===== config.mk =====
export PLATFORM = sky130hd
export DESIGN_NAME = sd_spi_card_responder
export DESIGN_NICKNAME = d
export VERILOG_FILES = /design/src/rtl/sd_spi_card_responder.sv
export SDC_FILE = /design/constraint.sdc
export NUM_CORES = 1
export LEC_CHECK = 0
export CORE_ASPECT_RATIO = 0.9
export CORE_MARGIN = 8
export CORE_UTILIZATION = 58
export CTS_BUF_LIST = sky130_fd_sc_hd__clkbuf_8
export DETAILED_ROUTE_END_ITERATION = 8
export PLACE_DENSITY = 0.82
export SLEW_MARGIN = 10
export SYNTH_ARGS = -nofsm -noshare
export SYNTH_HDL_FRONTEND = slang
export SYNTH_SLANG_ARGS = --single-unit

===== constraint.sdc =====
create_clock -name clk -period 2.9 [get_ports clk]
set_clock_uncertainty 0.1 [all_clocks]
set_input_delay 0.435 -clock clk [delete_from_list [all_inputs] [get_ports clk]]
set_output_delay 0.435 -clock clk [all_outputs]
set_load 0.05 [all_outputs]

===== src/rtl/sd_spi_card_responder.sv =====
// sd_spi_card_responder: SPI-mode SD card emulator serving R1/R7 responses and single-block reads/writes from external RAM
module sd_spi_card_responder #(
    parameter int NUM_BLOCKS = 1024,
    parameter int ADDR_W     = 19,
    parameter int INIT_POLLS = 2,
    parameter int BUSY_BYTES = 4
) (
    input  logic              clk,
    input  logic              rst,
    input  logic              cs,
    input  logic              sclk,
    input  logic              mosi,
    output logic              miso,
    output logic [ADDR_W-1:0] mem_addr,
    output logic              mem_rd_en,
    input  logic [7:0]        mem_rd_data,
    output logic              mem_wr_en,
    output logic [7:0]        mem_wr_data,
    output logic [31:0]       debug
);
    typedef enum logic [3:0] {
        IDLE, CMD_RX, NCR, RESP, RD_GAP, RD_TOK, RD_DATA, RD_CRC,
        WR_TOK, WR_DATA, WR_CRC, WR_RESP, WR_BUSY
    } state_t;

    state_t      state, state_n;
    logic [9:0]  cnt, cnt_n;
    logic        cs_m, cs_s, sclk_m, sclk_s, sclk_d, mosi_m, mosi_s;
    logic        rise, fall, byte_done;
    logic [2:0]  bit_cnt;
    logic [6:0]  rx_sr;
    logic [7:0]  rx_byte, tx_shift, tx_byte, tx_next;
    logic        rd_pend;
    logic [5:0]  cmd, last_cmd;
    logic [31:0] arg;
    logic        in_idle, app_cmd, acmd41, blk_bad;
    logic [7:0]  poll_cnt, last_r1, cmd_count, r1_d;
    logic        dec, wr_now, rd_now;
    logic [8:0]  rd_off;

    assign rise      = sclk_s & ~sclk_d;
    assign fall      = ~sclk_s & sclk_d;
    assign byte_done = rise & ~cs_s & (bit_cnt == 3'd7);
    assign rx_byte   = {rx_sr, mosi_s};
    assign miso      = cs_s | tx_shift[7];
    assign debug     = {4'b0, state, 2'b0, last_cmd, last_r1, cmd_count};
    assign blk_bad   = arg >= 32'(NUM_BLOCKS);
    assign acmd41    = (cmd == 6'd41) & app_cmd;

    // Bring the asynchronous SPI pins into the clk domain; sclk_d gives edge detection
    always_ff @(posedge clk) begin
        if (rst) begin
            {cs_m, cs_s} <= 2'b11;
            {sclk_m, sclk_s, sclk_d} <= 3'b000;
            {mosi_m, mosi_s} <= 2'b00;
        end else begin
            {cs_m, cs_s} <= {cs, cs_m};
            {sclk_m, sclk_s, sclk_d} <= {sclk, sclk_m, sclk_s};
            {mosi_m, mosi_s} <= {mosi, mosi_m};
        end
    end

    // Bit-level shifting: receive on rises, reload TX on the 8th rise, shift TX on falls inside a byte
    always_ff @(posedge clk) begin
        if (rst || cs_s) begin
            bit_cnt  <= 3'd0;
            rx_sr    <= 7'd0;
            tx_shift <= 8'hFF;
        end else begin
            if (rise) begin
                rx_sr   <= rx_byte[6:0];
                bit_cnt <= bit_cnt + 3'd1;
            end
            if (byte_done)
                tx_shift <= tx_byte;
            else if (fall && bit_cnt != 3'd0)
                tx_shift <= {tx_shift[6:0], 1'b1};
        end
    end

    // Byte-level protocol state register
    always_ff @(posedge clk) begin
        if (rst) begin
            state <= IDLE;
            cnt   <= 10'd0;
        end else begin
            state <= state_n;
            cnt   <= cnt_n;
        end
    end

    // Next state, next TX byte, command decode and RAM strobes; decisions happen once per completed byte
    always_comb begin
        state_n = state;
        cnt_n   = cnt;
        tx_byte = 8'hFF;
        dec     = 1'b0;
        wr_now  = 1'b0;
        rd_now  = rise && !cs_s && bit_cnt == 3'd0 &&
                  (state == RD_TOK || (state == RD_DATA && cnt != 10'd511));
        rd_off  = state == RD_TOK ? 9'd0 : cnt[8:0] + 9'd1;
        r1_d    = cmd == 6'd0 ? 8'h01 :
                  (cmd == 6'd8 || cmd == 6'd16 || cmd == 6'd55) ? {7'b0, in_idle} :
                  acmd41 ? {7'b0, poll_cnt < 8'(INIT_POLLS)} :
                  (cmd == 6'd17 || cmd == 6'd24) ? (in_idle ? 8'h05 : blk_bad ? 8'h40 : 8'h00) :
                  {5'b0, 1'b1, 1'b0, in_idle};
        if (cs_s) begin
            state_n = IDLE;
            cnt_n   = 10'd0;
        end else if (byte_done) begin
            case (state)
                IDLE: if (rx_byte[7:6] == 2'b01) begin
                    state_n = CMD_RX;
                    cnt_n   = 10'd1;
                end
                CMD_RX: if (cnt == 10'd5) begin
                    state_n = NCR;
                    cnt_n   = 10'd0;
                    dec     = 1'b1;
                end else cnt_n = cnt + 10'd1;
                NCR: begin
                    state_n = RESP;
                    cnt_n   = 10'd0;
                    tx_byte = last_r1;
                end
                RESP: if (last_cmd == 6'd8 && cnt < 10'd4) begin
                    tx_byte = cnt == 10'd3 ? arg[7:0] : cnt == 10'd2 ? 8'h01 : 8'h00;
                    cnt_n   = cnt + 10'd1;
                end else begin
                    cnt_n   = 10'd0;
                    state_n = (last_cmd == 6'd17 && last_r1 == 8'h00) ? RD_GAP :
                              (last_cmd == 6'd24 && last_r1 == 8'h00) ? WR_TOK : IDLE;
                end
                RD_GAP: begin
                    state_n = RD_TOK;
                    tx_byte = 8'hFE;
                end
                RD_TOK: begin
                    state_n = RD_DATA;
                    cnt_n   = 10'd0;
                    tx_byte = tx_next;
                end
                RD_DATA: if (cnt == 10'd511) begin
                    state_n = RD_CRC;
                    cnt_n   = 10'd0;
                end else begin
                    tx_byte = tx_next;
                    cnt_n   = cnt + 10'd1;
                end
                RD_CRC: if (cnt == 10'd1) begin
                    state_n = IDLE;
                    cnt_n   = 10'd0;
                end else cnt_n = cnt + 10'd1;
                WR_TOK: if (rx_byte == 8'hFE) begin
                    state_n = WR_DATA;
                    cnt_n   = 10'd0;
                end
                WR_DATA: begin
                    wr_now = 1'b1;
                    if (cnt == 10'd511) begin
                        state_n = WR_CRC;
                        cnt_n   = 10'd0;
                    end else cnt_n = cnt + 10'd1;
                end
                WR_CRC: if (cnt == 10'd1) begin
                    state_n = WR_RESP;
                    cnt_n   = 10'd0;
                    tx_byte = 8'h05;
                end else cnt_n = cnt + 10'd1;
                WR_RESP: begin
                    state_n = WR_BUSY;
                    cnt_n   = 10'd0;
                    tx_byte = 8'h00;
                end
                WR_BUSY: if (cnt == 10'(BUSY_BYTES - 1)) begin
                    state_n = IDLE;
                    cnt_n   = 10'd0;
                end else begin
                    tx_byte = 8'h00;
                    cnt_n   = cnt + 10'd1;
                end
                default: state_n = IDLE;
            endcase
        end
    end

    // Command capture and card-level status; in_idle/poll_cnt survive cs deassertion
    always_ff @(posedge clk) begin
        if (rst) begin
            cmd       <= 6'd0;
            arg       <= 32'd0;
            in_idle   <= 1'b1;
            poll_cnt  <= 8'd0;
            app_cmd   <= 1'b0;
            last_cmd  <= 6'd0;
            last_r1   <= 8'd0;
            cmd_count <= 8'd0;
        end else begin
            if (byte_done && state == IDLE && rx_byte[7:6] == 2'b01)
                cmd <= rx_byte[5:0];
            if (byte_done && state == CMD_RX && cnt <= 10'd4)
                arg <= {arg[23:0], rx_byte};
            if (dec) begin
                last_cmd  <= cmd;
                last_r1   <= r1_d;
                cmd_count <= cmd_count + 8'd1;
                app_cmd   <= cmd == 6'd55;
                if (cmd == 6'd0) begin
                    in_idle  <= 1'b1;
                    poll_cnt <= 8'd0;
                end
                if (acmd41) begin
                    if (poll_cnt < 8'(INIT_POLLS))
                        poll_cnt <= poll_cnt + 8'd1;
                    else
                        in_idle <= 1'b0;
                end
            end
        end
    end

    // RAM port: read prefetch one byte ahead, writes on each data byte's 8th rise
    always_ff @(posedge clk) begin
        if (rst) begin
            mem_addr    <= '0;
            mem_rd_en   <= 1'b0;
            mem_wr_en   <= 1'b0;
            mem_wr_data <= 8'd0;
            rd_pend     <= 1'b0;
            tx_next     <= 8'hFF;
        end else begin
            mem_rd_en <= rd_now;
            mem_wr_en <= wr_now;
            rd_pend   <= mem_rd_en;
            if (rd_pend)
                tx_next <= mem_rd_data;
            if (rd_now)
                mem_addr <= {arg[ADDR_W-10:0], rd_off};
            if (wr_now) begin
                mem_addr    <= {arg[ADDR_W-10:0], cnt[8:0]};
                mem_wr_data <= rx_byte;
            end
        end
    end
endmodule

== After elaboration in Yosys (flattened, before gate mapping) ==
Cells that the tools add are included.
Cells by class
  add/subtract/negate cells: 5
  bitwise logic cells: 9
  order comparisons: 4
  multiplexer cells: 52
  equality and inequality tests: 39
  reduce and logical (&&, ||, !) cells: 32
Operators by type and width (number)
  8-bit 2-to-1 mux: 11
  10-bit one-hot mux with 8 select lines: 1
  10-bit 2-to-1 mux: 7
  8-bit one-hot mux with 8 select lines: 1
  4-bit one-hot mux with 13 select lines: 1
  4-bit 2-to-1 mux: 11
  7-bit 2-to-1 mux: 6
  19-bit 2-to-1 mux: 2
  32-bit by 11-bit greater-or-equal comparator with 1-bit output (second input constant): 1
  6-bit by 5-bit == test with 1-bit output (second input constant): 5
  10-bit by 2-bit == test with 1-bit output (second input constant): 2
  4-bit == test (second input constant): 5
  8-bit by 1-bit adder with 8-bit output (second input constant): 2
  4-bit by 3-bit == test with 1-bit output (second input constant): 4
  2-bit != test (second input constant): 7
  6-bit by 4-bit == test with 1-bit output (second input constant): 2
  6-bit == test (second input constant): 2
  1-bit logical AND: 12
  1-bit 2-to-1 mux: 11
  10-bit by 1-bit adder with 10-bit output (second input constant): 1
  10-bit by 1-bit == test with 1-bit output (second input constant): 1
  10-bit by 3-bit == test with 1-bit output (second input constant): 1
  10-bit by 9-bit == test with 1-bit output (second input constant): 1
  10-bit by 3-bit less-or-equal comparator with 1-bit output (second input constant): 1
  other kinds (28): 43
Storage, ports and cells
  input bits: 13
  flip-flop bits (word level): 147
  output and inout port bits: 62
  word-level logic and storage cells: 167

== Longest topological paths before layout ==
Gate-level depths: netlist of the first run.
  depth after elaboration: 7
  mapped depth: 10
  depth with buffers taken out: 8

== Worst setup path after synthesis of the first run ==
Ideal clock, no wire load.
  kind: reg2reg
  start point: register state[2]
  end point: register state[1]
  arrival time: 2106 ps
  library setup time: 131 ps
  data required time: 2669 ps
  stages on the path, launching flop included: 8
  path slack: 563 ps
  buffers on the path: 1
  clock period less this slack: 2337 ps
  cell sequence: dfxtp_1 buf_6 and4bb_2 and4_2 a221oi_2 nand3_2 o311ai_1 o41ai_1
On the way
  word-level cells in the longest chain between the ends: 3
  elaborated cells between the ends (all ways): 24
  those cells by class: eq/ne (21); mux (1); reduce/logical (2)
RTL lines
  from (decl): line 26  | state_t state, state_n;
  from (signal assigned): line 87  | state <= state_n;
  4-bit == test, or another cell as far along: line 111  | case (state)
  2-bit != test (no line) or 2-bit by 1-bit != test with 1-bit output (tied branches)
  10-bit AND reduction (no line)
Several ways; a longest one is shown, not always the timed one.
A chain may end at the register's enable or synchronous reset.

== Worst setup path in the final report of the first run ==
  start point: register state[1]
  end point: output debug[25]
RTL lines
  to (decl): line 19  | output logic [31:0] debug
No word-level cell between the ends.

==> results of run 1 <==
[flip-flops by register name, summed over array words and instances (netlist names), 3 cells and up]
register and cells:
mem_addr 19, mem_wr_data 8, cnt 10, cmd 6, poll_cnt 8, arg 32
state 4, tx_shift 8, tx_next 8, cmd_count 8, last_r1 3, bit_cnt 3
last_cmd 6, rx_sr 7
[cells by family (layout without fill, tap and decap cells)]
group           after synthesis  count (layout)
flops                       142             142
fa+ha+maj                     9               9
xor+xnor                     11              11
mux                           6               6
simple gates                360             360
other cells                   1              11
compound gates              211             211
buf+inv                      77             121
[Yosys cell counts, drive strengths merged (7+ instances only)]
cell type | n | area, um2
a211o | 10 | 87.58
a21oi | 108 | 540.5
a31oi | 14 | 87.58
and2 | 8 | 50.05
and3 | 7 | 48.80
buf | 27 | 195.2
clkbuf | 41 | 224.0
dfxtp | 142 | 2843
ha | 9 | 112.6
inv | 8 | 30.03
nand2 | 167 | 626.9
nand2b | 11 | 71.32
nand3 | 26 | 140.1
nand4 | 9 | 56.30
nor2 | 42 | 157.7
nor2b | 22 | 137.6
nor3 | 15 | 80.08
nor4 | 12 | 105.1
o211ai | 9 | 95.09
o21ai | 21 | 105.1
xor2 | 7 | 61.31
[per-layer routing]
layer	wire length [um]	up-vias
li1	-	2933
met1	7889	2988
met2	8883	250
met3	1264	39
met4	369	0
met5	0	-
[through the flow]
step / total power, W / instance area [um2] / utilization
final: 0.003693 / 7734 / 0.6791
after global routing: 0.003780 / 7734 / 0.6791
after CTS: 0.003692 / 7734 / 0.6791
after detailed placement: 0.002099 / 7332 / 0.6438
after global placement: 0.002098 / 7332 / 0.6438
after floorplan: 0.002087 / 6807 / -
[worst paths after layout]
| kind | slack, ns | cells past startpoint | from | to |
|---|---|---|---|---|
| setup / recovery | 0.11 | 1 | state[1] | debug[25] |
| hold / removal | 0.22 | 2 | rst | mem_addr[2] |
| setup reg to reg | 0.27 | 6 | state[1] | mem_addr[8] |
| hold reg to reg | 0.32 | 1 | cs_m | cs_s |
[power by group]
part           total [W]  switching, W  internal (W)  leakage, nW
sequential       0.00196    0.00000612       0.00195         1.15
clock            0.00164      0.000753      0.000884        0.208
combinational  0.0000965     0.0000719     0.0000246         1.32
[cell type report]
type	count	area share
tap	156	0.02524
sequential	142	0.3676
multi-input combinational	608	0.4507
inverter	8	0.003883
timing repair buffer	83	0.1006
clock inverter	11	0.01812
clock buffer	19	0.03381
==> reports/summary.json, run 1 <==
{
  "outcome": "finished clean",
  "die-area_um2": 15390,
  "grt-ovfl-total": 0,
  "grt_setup_unrepaired": "no",
  "hpwl_mm": 12.88,
  "wire_length_of_the_first_global_routing_pass_mm": 29.32,
  "power.density_nw_per_um2": 477.5,
  "synth.mux.area_fraction": 0.008872,
  "synth-compound-area-share": 0.1969,
  "worst_setup_path_start_kind": "register",
  "cts-root-buf": "sky130_fd_sc_hd__clkbuf_8",
  "numClockSinks": 142,
  "seq_area_frac_synth": 0.4200,
  "rows": 37,
  "cts.htree.levels": 4,
  "worst-slew-pin-transition_ns": 1.264,
  "gr-usage-met2": 0.3896,
  "hold_viol_final": 0,
  "grt_max_degree": 91,
  "drc": 0,
  "synth_area_per_cell_um2": 8.285,
  "synth_simple_gate_area_share": 0.2717,
  "use_met3": 0.06787,
  "vias_in_the_first_global_route": 5900,
  "wire_per_inst_um": 17.92,
  "multiInputGateArea_um2": 3486,
  "slew_headroom": 0.1571,
  "clock_path_buffers": 2,
  "holdWs_ns": 0.2180,
  "hold_buffers": 0,
  "final.setup.tns_ns": 0,
  "timing.critical_path.fanout_max": 26,
  "drt_iter0_markers": 705,
  "syn_area_um2": 6769,
  "cp_num_buf_inv": 1,
  "drt_via_density": 6.047,
  "core_region_area_um2": 11390,
  "antenna_violating_nets_post_route": 0,
  "maxClockFrequency_mhz": 357.9,
  "synth_xor_xnor_area_share": 0.01423,
  "place.detailed.instances": 997,
  "dr.pass1.iters": 5,
  "horizontal_die_dimension_um": 129.9,
  "clkLatencyLatePin_ns": 0.45,
  "synth-warning-count": 0,
  "cts_made_buffers": 17,
  "worst-setup-path-type": "register to output port",
  "layout_worst_path_cycle_share": 0.9634,
  "synthArstFlopShare": 0,
  "globalRoute.busiestLayer": "met2",
  "maxCapViolations": 0,
  "regArea_um2": 2843,
  "cp_cell_sequence": "clkdlybuf4s50_1",
  "cts.clk_slew.worst_paths_ns": 0.09,
  "area_growth_syn_to_layout_pct": 14.25,
  "grtUsageTotal": 0.2368,
  "timing.final.max_slew_violations": 0,
  "initial_utilization": 0.5944,
  "io_buffer_count": 63,
  "fill_cells": 995,
  "timing.final.setup_violations": 0,
  "fraction_of_met1_tracks_used_by_global_routing": 0.2923,
  "leakagePower_nw": 2.674,
  "dieHeight_um": 118.5,
  "via_count": 6210,
  "ctsResizeCount": 0,
  "cts_tree": "done",
  "post_synth_inst_count": 817,
  "drive_gt1_frac": 0.08840,
  "synth_top_flop_cell": "sky130_fd_sc_hd__dfxtp_1",
  "finalCriticalPeriod_ns": 2.794,
  "synth_fa_ha_area_frac": 0.01664,
  "design.portCount": 75,
  "detail_route.wirelength_mm": 18.41,
  "synth-edff-count": 0,
  "most_frequent_cells_in_the_layout": "167 x sky130_fd_sc_hd__nand2_1, 142 x sky130_fd_sc_hd__dfxtp_1, 108 x sky130_fd_sc_hd__a21oi_1",
  "cp-end-kind": "output port",
  "setup_slack_at_placement_ns": 0.3900,
  "setup_ws_ns": 0.1062,
  "cp_data_required_time_ns": 2.37,
  "timing.critical_path.arrival_ns": 2.26,
  "instances_no_fill": 1027,
  "ys_ff_latch": 142,
  "postCtsSetupRepairBufs": 0,
  "irDropWorstVdd_mv": 0.4691,
  "gpl.final_weighted_congestion": 0.9126,
  "antenna-diode-count": 0,
  "critical-path-slowest-cell": "sky130_fd_sc_hd__clkdlybuf4s50_1",
  "ys_types": 77,
  "antenna_found_initial": 0,
  "critPathTopFamily": "buffers and inverters",
  "layout_nets": 882,
  "worst_hold_path_type": "primary input to register",
  "dominant_combinational_cell_family_by_area_after_synthesis": "simple AND/OR/NAND/NOR gates",
  "cpPeakStageDelay_ns": 0.94,
  "layout.cells.most_common": "sky130_fd_sc_hd__nand2_1"
}
Power figures use the tool's default switching activity.
==> run 2, diff against run 1 <==
ABC_AREA = 0   (was not set)
==> results of run 2 <==
The final DEF is identical to that of run 1; final timing and power are the same.
